## src/rtl/serial_reduce_pkg.sv

```systemverilog
// Shared types and the default result-width helper for the serial reduction engine.
package serial_reduce_pkg;

   typedef enum logic [1:0] {
      SUM   = 2'd0,
      SQSUM = 2'd1,
      MAX   = 2'd2,
      MIN   = 2'd3
   } mode_e;

   typedef enum logic [1:0] {
      IDLE = 2'd0,
      LOAD = 2'd1,
      CALC = 2'd2,
      SEND = 2'd3
   } state_e;

   // Wide enough for N_WORDS maximal squares without overflow.
   function automatic int calc_out_w(input int data_w, input int n_words);
      return data_w + data_w + $clog2(n_words);
   endfunction

endpackage

```

## src/rtl/serial_reduce_if.sv

```systemverilog
// Frame input strobe/data and serial result lines of the reduction engine.
interface serial_reduce_if #(
   parameter int DATA_W = 4
) ();
   logic              in_valid;
   logic [1:0]        in_mode;
   logic [DATA_W-1:0] in_data;
   logic              out_valid;
   logic              out_data;

   modport master (
      output in_valid, in_mode, in_data,
      input  out_valid, out_data
   );

   modport slave (
      input  in_valid, in_mode, in_data,
      output out_valid, out_data
   );
endinterface

```

## src/rtl/serial_reduce_unit_piso_shift.sv

```systemverilog
// Parallel-load, MSB-first shift register; o_done flags the last bit of the word.
module piso_shift #(
   parameter int W = 10
) (
   input  logic         clk,
   input  logic         rst_n,
   input  logic         i_load,
   input  logic [W-1:0] i_load_data,
   input  logic         i_shift,
   output logic         o_msb,
   output logic         o_done
);
   localparam int            BC_W = $clog2(W);
   localparam logic [BC_W-1:0] LAST = BC_W'(W - 1);
   localparam logic [BC_W-1:0] ONE  = BC_W'(32'd1);

   logic [W-1:0]    r_sreg;
   logic [BC_W-1:0] r_bcnt;

   // Shift register and bit counter; load takes priority over shift.
   always_ff @(posedge clk or negedge rst_n) begin
      if (!rst_n) begin
         r_sreg <= {W{1'b0}};
         r_bcnt <= {BC_W{1'b0}};
      end else if (i_load) begin
         r_sreg <= i_load_data;
         r_bcnt <= {BC_W{1'b0}};
      end else if (i_shift) begin
         r_sreg <= {r_sreg[W-2:0], 1'b0};
         r_bcnt <= (r_bcnt == LAST) ? {BC_W{1'b0}} : (r_bcnt + ONE);
      end else begin
         r_sreg <= r_sreg;
         r_bcnt <= r_bcnt;
      end
   end

   assign o_msb  = r_sreg[W-1];
   assign o_done = (r_bcnt == LAST);

endmodule

```

## src/rtl/serial_reduce_unit.sv

```systemverilog
// Frame-based sum / sum-of-squares / max / min reduction with an MSB-first serial result.
module serial_reduce_unit
   import serial_reduce_pkg::*;
#(
   parameter int DATA_W  = 4,
   parameter int N_WORDS = 4,
   parameter int OUT_W   = calc_out_w(DATA_W, N_WORDS)
) (
   input  logic            clk,
   input  logic            rst_n,
   serial_reduce_if.slave  bus
);
   localparam int              CNT_W    = $clog2(N_WORDS + 1);
   localparam logic [CNT_W-1:0] LAST_IDX = CNT_W'(N_WORDS - 1);
   localparam logic [CNT_W-1:0] CNT_ONE  = CNT_W'(32'd1);

   state_e              r_state, w_state_nxt;
   mode_e               r_mode, w_mode_nxt;
   logic [OUT_W-1:0]    r_acc, w_acc_nxt;
   logic [CNT_W-1:0]    r_cnt, w_cnt_nxt;
   logic                r_out_valid, r_out_data;

   logic [2*DATA_W-1:0] w_sq;
   logic [OUT_W-1:0]    w_d_ext, w_sq_ext, w_fold, w_seed;
   logic                w_load, w_shift, w_msb, w_done;

   assign w_sq     = {{DATA_W{1'b0}}, bus.in_data} * {{DATA_W{1'b0}}, bus.in_data};
   assign w_d_ext  = {{(OUT_W-DATA_W){1'b0}}, bus.in_data};
   assign w_sq_ext = {{(OUT_W-2*DATA_W){1'b0}}, w_sq};

   // Fold of the current word into the accumulator under the latched mode.
   always_comb begin
      w_fold = r_acc;
      case (r_mode)
         SUM:   w_fold = r_acc + w_d_ext;
         SQSUM: w_fold = r_acc + w_sq_ext;
         MAX: begin
            if (w_d_ext > r_acc) w_fold = w_d_ext;
            else                 w_fold = r_acc;
         end
         MIN: begin
            if (w_d_ext < r_acc) w_fold = w_d_ext;
            else                 w_fold = r_acc;
         end
         default: w_fold = r_acc;
      endcase
   end

   // Seed from word 0 uses the live mode input, since the mode register is not yet loaded.
   always_comb begin
      w_seed = w_d_ext;
      if (mode_e'(bus.in_mode) == SQSUM) w_seed = w_sq_ext;
      else                               w_seed = w_d_ext;
   end

   // FSM state register.
   always_ff @(posedge clk or negedge rst_n) begin
      if (!rst_n) r_state <= IDLE;
      else        r_state <= w_state_nxt;
   end

   // Next-state, datapath next values and shifter controls.
   always_comb begin
      w_state_nxt = r_state;
      w_mode_nxt  = r_mode;
      w_acc_nxt   = r_acc;
      w_cnt_nxt   = r_cnt;
      w_load      = 1'b0;
      w_shift     = 1'b0;
      case (r_state)
         IDLE: begin
            if (bus.in_valid) begin
               w_mode_nxt  = mode_e'(bus.in_mode);
               w_acc_nxt   = w_seed;
               w_cnt_nxt   = CNT_ONE;
               w_state_nxt = LOAD;
            end else begin
               w_state_nxt = IDLE;
            end
         end
         LOAD: begin
            if (bus.in_valid) begin
               w_acc_nxt = w_fold;
               w_cnt_nxt = r_cnt + CNT_ONE;
               if (r_cnt == LAST_IDX) w_state_nxt = CALC;
               else                   w_state_nxt = LOAD;
            end else begin
               // Short frame: drop everything and wait for a fresh frame.
               w_acc_nxt   = {OUT_W{1'b0}};
               w_cnt_nxt   = {CNT_W{1'b0}};
               w_state_nxt = IDLE;
            end
         end
         CALC: begin
            w_load      = 1'b1;
            w_state_nxt = SEND;
         end
         SEND: begin
            w_shift = 1'b1;
            if (w_done) w_state_nxt = IDLE;
            else        w_state_nxt = SEND;
         end
         default: w_state_nxt = IDLE;
      endcase
   end

   // Accumulator, word counter and frame mode registers.
   always_ff @(posedge clk or negedge rst_n) begin
      if (!rst_n) begin
         r_acc  <= {OUT_W{1'b0}};
         r_cnt  <= {CNT_W{1'b0}};
         r_mode <= SUM;
      end else begin
         r_acc  <= w_acc_nxt;
         r_cnt  <= w_cnt_nxt;
         r_mode <= w_mode_nxt;
      end
   end

   piso_shift #(.W(OUT_W)) u_piso (
      .clk         (clk),
      .rst_n       (rst_n),
      .i_load      (w_load),
      .i_load_data (r_acc),
      .i_shift     (w_shift),
      .o_msb       (w_msb),
      .o_done      (w_done)
   );

   // Registered serial outputs; data is forced low outside the result window.
   always_ff @(posedge clk or negedge rst_n) begin
      if (!rst_n) begin
         r_out_valid <= 1'b0;
         r_out_data  <= 1'b0;
      end else begin
         r_out_valid <= (r_state == SEND);
         r_out_data  <= (r_state == SEND) && w_msb;
      end
   end

   assign bus.out_valid = r_out_valid;
   assign bus.out_data  = r_out_data;

endmodule

```

## src/flat_wrapper.sv

```systemverilog
// flat-port wrapper written by rule: the top's interface ports become plain ports
module serial_reduce_unit_flat import serial_reduce_pkg::*;
#(
   parameter int DATA_W  = 4,
   parameter int N_WORDS = 4,
   parameter int OUT_W   = calc_out_w(DATA_W, N_WORDS)
)
  (clk, rst_n, bus_in_valid, bus_in_mode, bus_in_data, bus_out_valid, bus_out_data);
  serial_reduce_if #(.DATA_W(DATA_W)) bus_i ();
  input  logic clk;
  input  logic rst_n;
  input wire logic [$bits(bus_i.in_valid)-1:0] bus_in_valid;
  input wire logic [$bits(bus_i.in_mode)-1:0] bus_in_mode;
  input wire logic [$bits(bus_i.in_data)-1:0] bus_in_data;
  output wire logic [$bits(bus_i.out_valid)-1:0] bus_out_valid;
  output wire logic [$bits(bus_i.out_data)-1:0] bus_out_data;
  assign bus_i.in_valid = bus_in_valid;
  assign bus_i.in_mode = bus_in_mode;
  assign bus_i.in_data = bus_in_data;
  assign bus_out_valid = bus_i.out_valid;
  assign bus_out_data = bus_i.out_data;
  serial_reduce_unit #(.DATA_W(DATA_W), .N_WORDS(N_WORDS), .OUT_W(OUT_W)) u_core (.clk(clk), .rst_n(rst_n), .bus(bus_i));
endmodule
```

## config.mk

```make
export PLATFORM = sky130hd
export DESIGN_NAME = serial_reduce_unit_flat
export DESIGN_NICKNAME = d
export VERILOG_FILES = /design/src/rtl/serial_reduce_pkg.sv /design/src/rtl/serial_reduce_if.sv /design/src/rtl/serial_reduce_unit_piso_shift.sv /design/src/rtl/serial_reduce_unit.sv /design/src/flat_wrapper.sv
export SDC_FILE = /design/constraint.sdc
export NUM_CORES = 1
export LEC_CHECK = 0
export BUFFER_PORTS_ARGS = -buffer_cell sky130_fd_sc_hd__buf_2
export CAP_MARGIN = 40
export CORE_UTILIZATION = 66
export CTS_BUF_LIST = sky130_fd_sc_hd__clkbuf_4 sky130_fd_sc_hd__clkbuf_8 sky130_fd_sc_hd__clkbuf_16
export DETAILED_ROUTE_END_ITERATION = 8
export PLACE_DENSITY = 0.85
export SYNTH_ARGS = -nofsm -noshare
export SYNTH_HDL_FRONTEND = slang
export SYNTH_SLANG_ARGS = --single-unit
```

## constraint.sdc

```tcl
create_clock -name clk -period 5.4 [get_ports clk]
set_clock_uncertainty 0.15 [all_clocks]
set_input_delay 1.08 -clock clk [delete_from_list [all_inputs] [get_ports clk]]
set_output_delay 1.08 -clock clk [all_outputs]
set_load 0.02 [all_outputs]
```

; Yosys cells after proc, flatten, opt, wreduce, memory -nomap -nowiden
; Index checks and enable logic that the tools add are counted.
[totals]
memories = 0
romBits = 0
ramBits = 0
out_inout_bits = 2
ff_bits = 33
latchBits = 0
[op_classes]
order_cmp = 2
eq_ne = 12
addsub = 4
n_mux = 22
multipliers = 1
reduce_logical = 8
bitwise = 0
n_div = 0
shift = 0
[op_table]
columns = cell, count
row1 = $mux W10, 6
row2 = $pmux W10 S4, 1
row3 = $pmux W10 S2, 1
row4 = $mux W4, 3
row5 = $add A10 B4 Y10, 1
row6 = $add A10 B8 Y10, 1
row7 = $gt A4 B10 Y1, 1
row8 = $lt A4 B10 Y1, 1
row9 = $eq A2 B2 Y1 const B, 4
row10 = $mul A4 B4 Y8, 1
row11 = $mux W8, 1
row12 = $ne A4 B3 Y1 const B, 2
row13 = $pmux W2 S4, 1
row14 = $eq A2 B1 Y1 const B, 3
row15 = $mux W2, 3
row16 = $mux W3, 2
row17 = $pmux W3 S2, 1
row18 = $add A4 B1 Y4 const B, 1
row19 = $eq A4 B4 Y1 const B, 1
row20 = $logic_not A2 Y1, 2
row21 = $reduce_and A2 Y1, 2
row22 = $reduce_and A4 Y1, 1
row23 = $reduce_bool A2 Y1, 2
row24 = $add A3 B1 Y3 const B, 1
row25 = other kinds (4), 6

; Longest topological paths before layout
[depth]
word_depth = 5
depth_mapped = 16
mapped_depth_nobuf = 15

; Hierarchy
; Synthesis repeated with hierarchy kept, for this count alone.
[hier_totals]
cells_unflattened = 269
area_unflattened_um2 = 2514.9
[by_module_without_submodules]
columns = mod, n_inst, area_each_um2, seq_area_each_um2, cells_per_inst
row1 = serial_reduce_unit, 1, 1809.2, 475.5, 199
row2 = piso_shift, 1, 705.7, 350.3, 70

; Least setup slack after synthesis
; No wires, ideal clock.
[synth_path]
kind = in2reg
start = input bus_in_data[1]
end = register u_core.r_acc[7]
required_time_ns = 5.125
t_arrival_ns = 3.813
cell_stages = 14
setup_time_ns = 0.125
setup_slack_ns = 1.312
cell_sequence = clkbuf_1 -> nor2b_1 -> nand2_1 -> fa_1 -> nand2b_1 -> a21oi_1 -> xnor2_1 -> nor2_1 -> ha_1 -> a2111o_1 -> o21ai_0 -> xor2_1 -> o22ai_1 -> mux2_4
[synth_between]
elab_chain_cells = 5
elab_cells_between_ends = 13
cone_classes = 2 x add/sub / 1 x mul / 2 x order compare / 2 x eq/ne / 5 x mux / 1 x reduce/logical
[synth_rtl]
columns = item, line_no
row1 = start: declaration, flat_wrapper.sv:14  ; input wire logic [$bits(bus_i.in_data)-1:0] bus_in_data;
row2 = $mul A4 B4 Y8, serial_reduce_unit.sv:27  ; assign w_sq = {{DATA_W{1'b0}}, bus.in_data} * {{DATA_W{1'b0}}, bus.in_data};
row3 = $add A10 B8 Y10, serial_reduce_unit.sv:36  ; SQSUM: w_fold = r_acc + w_sq_ext;
row4 = $pmux W10 S4, serial_reduce_unit.sv:34  ; case (r_mode)
row5 = $mux W10, serial_reduce_unit.sv:82  ; if (bus.in_valid) begin
row6 = $pmux W10 S2, serial_reduce_unit.sv:70  ; case (r_state)
row7 = end signal: assignment, serial_reduce_unit.sv:110  ; r_acc <= {OUT_W{1'b0}};
row8 = end signal: assignment, serial_reduce_unit.sv:114  ; r_acc <= w_acc_nxt;
row9 = end: declaration, serial_reduce_unit.sv:19  ; logic [OUT_W-1:0] r_acc, w_acc_nxt;
; Parallel ways exist; a longest one is shown, timed or not. The select of a mux whose other input is x is not followed.
; A chain may end at the register's enable or synchronous reset.

; Worst setup path in the final report
[layout_path]
start = input bus_in_data[2]
end = register u_core.r_acc[7]
; The elaborated chain is that of the path after synthesis.

==> summary.txt <==
Drt
  – Drt total wl: 4.51 mm
  – Number of design rule violations left after detail routing: 0
  – Total via count after detailed routing: 1846
  – Remaining number of nets flagged by the antenna check after routing: 0
  – DR WL/cell: 14.8 um
  – Pre-Repair DR Iteration Count: 4
  – Average vias per placed instance: 6.07
  – Drt initial violations: 101

Placed design
  – DP HPWL: 3.41 mm
  – Worst slack, placed: 1030 ps
  – Total placed cells including tap cells: 297
  – Count of buffers inserted at the top-level ports: 10
  – Routability-driven placement congestion ratio: 0.922

Run status
  – Status: complete, no violations

Layout
  – Post-layout instance count excluding filler cells: 304
  – Post-layout util: 72.7%
  – Area growth from synthesis to layout: 5.44%
  – Total area of multi-input combinational cells: 1390 um2
  – Register area: 826 um2
  – Final net count: 288
  – Ratio of cells with drive above 1 in the final layout: 10.5%
  – Number of antenna repair diodes: 0
  – Fill cells: 271

Clock tree
  – Buffers inserted during post-CTS setup optimization: 0
  – Max H-tree Level: 2
  – Cell at the root of the clock tree: sky130_fd_sc_hd__clkbuf_4
  – TritonCTS clock tree: yes
  – Count of hold buffers inserted by post-cts repair: 0
  – Number of buffers between clock root and the deepest sink: 2
  – Number of clock sinks: 33
  – Insertion delay of the later-clocked pin in the worst-skew pair: 330 ps
  – # resized after CTS: 0
  – Clock slew at reported path FFs: 90 ps
  – Number of buffers created by CTS: 5

Setup path
  – Cell with the largest stage delay on the worst path: sky130_fd_sc_hd__fa_1
  – Largest incremental delay on the critical path: 440 ps
  – Kind of start point of the critical path: input port
  – Critical path, cell by cell: buf_2 > nor2b_1 > nand2_1 > fa_1 > nand2b_1 > a21oi_1 > xnor2_1 > nor2_1 > ha_1 > a2111o_1 > o21ai_0 > xor2_1 > o22ai_1 > mux2_4
  – Data required time at the worst endpoint: 5470 ps
  – Data arrival, critical path: 4120 ps
  – Worst setup EP type: register
  – Crit-path max FO: 8
  – Internal reg-to-reg setup slack: 2280 ps
  – CP Class: in2reg

Global routing
  – Overall routing resource usage: 28.9%
  – Global route total overflow: 0
  – Maximum number of pins on one net before global-route repair: 34
  – Global-route wire length before repair: 7.81 mm
  – Via count of the first global-routing pass: 1716
  – Initial antenna violation count: 0

Floorplan
  – Starting Density: 69.0%
  – X dimension of the die: 61.0 um
  – Std-Cell Core Area: 3340 um2
  – I/O pin total: 11
  – Height of the die: 61.0 um
  – Placement row count: 21
  – Die Footprint: 3730 um2

Yosys
  – Share of async-settable or async-resettable flops after synthesis: 100%
  – Biggest area contributors in the synthesized netlist: sky130_fd_sc_hd__dfrtp_1, sky130_fd_sc_hd__ha_1, sky130_fd_sc_hd__mux2i_1
  – Mapped Area: 2300 um2
  – Sequential element share of the synthesized area: 35.9%
  – Area share of the leading cell type in the synthesized netlist: 35.9%
  – Top FF cell, synth: sky130_fd_sc_hd__dfrtp_1
  – Avg Inst Size Synth: 9.20 um2
  – Synth cell types: 46
  – Synthesized netlist cell count: 250
  – Flip-flop and latch count after synthesis: 33
  – Yosys top cell by area: sky130_fd_sc_hd__dfrtp_1
  – Most used standard cell by instance count after synthesis: sky130_fd_sc_hd__dfrtp_1
  – Cell types with the highest counts after synthesis: sky130_fd_sc_hd__dfrtp_1, sky130_fd_sc_hd__nor2_1, sky130_fd_sc_hd__nand2_1
  – Number of synthesis warnings: 0
  – Count of flip-flops with a built-in enable after synthesis: 0
  – Number of nets in the synthesized netlist: 280

Timing
  – Final Hold Vio Count: 0
  – Pin slew with the least headroom to its limit: 831 ps
  – Sum Neg Setup Slack: 0 ps
  – RSZ-0062 raised after global routing: false
  – Peak clock frequency supported by timing: 247 MHz
  – Max-slew violations: 0
  – Final count of negative-setup-slack endpoints: 0
  – PnR worst setup slack: 1350 ps
  – Period utilization: 75.0%
  – Final critical delay including setup and external delays: 4050 ps
  – Final hold slack: 326 ps
  – Worst rel slew slack: 44.6%

Run
  – Number of max-cap violations: 0

Worst hold path
  – Hold crit path type: reg2reg

Pwr
  – Leakage power of the design: 1.18 nW
  – Pwr Density: 509 nW/um2
  – Highest ir drop seen on vdd: 0.294 mV
[layout by cell type (no fill, tap or decap), types with 3 or more instances in the layout]
master	Yosys	routed
sky130_fd_sc_hd__ha_1	19	19
sky130_fd_sc_hd__nor3_1	3	3
sky130_fd_sc_hd__nand2b_1	4	4
sky130_fd_sc_hd__and2_1	6	6
sky130_fd_sc_hd__or3_1	3	3
sky130_fd_sc_hd__clkbuf_4	0	6
sky130_fd_sc_hd__dfrtp_1	33	33
sky130_fd_sc_hd__o22ai_1	6	6
sky130_fd_sc_hd__inv_1	11	11
sky130_fd_sc_hd__nand3_1	3	3
sky130_fd_sc_hd__a21oi_1	17	17
sky130_fd_sc_hd__nor2b_1	6	6
sky130_fd_sc_hd__a211oi_1	4	4
sky130_fd_sc_hd__mux2i_1	15	15
sky130_fd_sc_hd__nand2_1	22	22
sky130_fd_sc_hd__mux2_4	5	5
sky130_fd_sc_hd__buf_2	0	10
sky130_fd_sc_hd__xnor2_1	3	3
sky130_fd_sc_hd__o21ai_0	18	18
sky130_fd_sc_hd__nor2_1	24	24
[power breakdown]
group | internal, mW | switching (mW) | leakage, nW | total, mW
logic | 0.291 | 0.326 | 0.728 | 0.617
clock network | 0.0664 | 0.0755 | 0.0348 | 0.142
registers | 0.348 | 0.127 | 0.414 | 0.475
[stage by stage]
step / area (um2) / total power [mW]
finish: 2430 / 1.23
CTS: 2430 / 1.24
global placement: 2370 / 1.07
floorplan: 2300 / 0.959
detailed placement: 2370 / 1.09
global route: 2430 / 1.35
[worst paths after layout]
check                            startpoint              endpoint  cells after the start
hold reg to reg             u_core.r_cnt[0]       u_core.r_cnt[0]                      1
min in group asynchronous             rst_n  u_core.bus.out_valid                      1
setup / recovery             bus_in_data[2]       u_core.r_acc[7]                     14
hold / removal              u_core.r_cnt[0]       u_core.r_cnt[0]                      1
setup reg to reg           u_core.r_mode[1]       u_core.r_acc[8]                      9
max in group asynchronous             rst_n      u_core.r_mode[0]                      1
[routing by layer]
metal  wire length, um  vias up  GRT usage (%)
met3               167        9           5.88
li1                  -      917              -
met2              2170       42           47.2
met1              2080      878           36.9
met4                95        0           13.6
met5                 0        -              0
[cell type report]
cell class                 instances  area share [%]
clock buffer                       7            2.42
inverter                          11            1.70
multi-input combinational        197            57.4
sequential                        33            34.0
tap                               46            2.37
timing repair buffer              10            2.06
[cells by family (layout without fill, tap and decap cells)]
family	count (synthesis)	after routing	share of synthesized area (%)
buffers and inverters	20	28	3.59
AND/OR/NAND/NOR	85	85	18.4
XOR/XNOR	5	5	1.90
AO/OA/AOI/OAI	64	64	17.3
adder cells (fa/ha/maj)	21	21	12.1
flip-flops	33	33	35.9
multiplexers	22	22	10.8
[critical path: cells and delay by family]
| kind | cells | cell delay [ps] |
|---|---|---|
| AOI/OAI and AO/OA | 4 | 920 |
| buffers and inverters | 1 | 150 |
| xor gates and xnor gates | 2 | 340 |
| muxes | 1 | 290 |
| and+or+nand+nor | 4 | 520 |
| adders and majority gates | 2 | 820 |
[flip-flops by register name, indices dropped and copies added, names as in the netlist]
name / flops
u_core.r_mode: 2
u_core.u_piso.r_sreg: 10
u_core.r_cnt: 3
u_core.u_piso.r_bcnt: 4
u_core.bus.out_valid: 1
u_core.r_state: 2
u_core.r_acc: 10
u_core.bus.out_data: 1
Power figures use the tool's default switching activity.
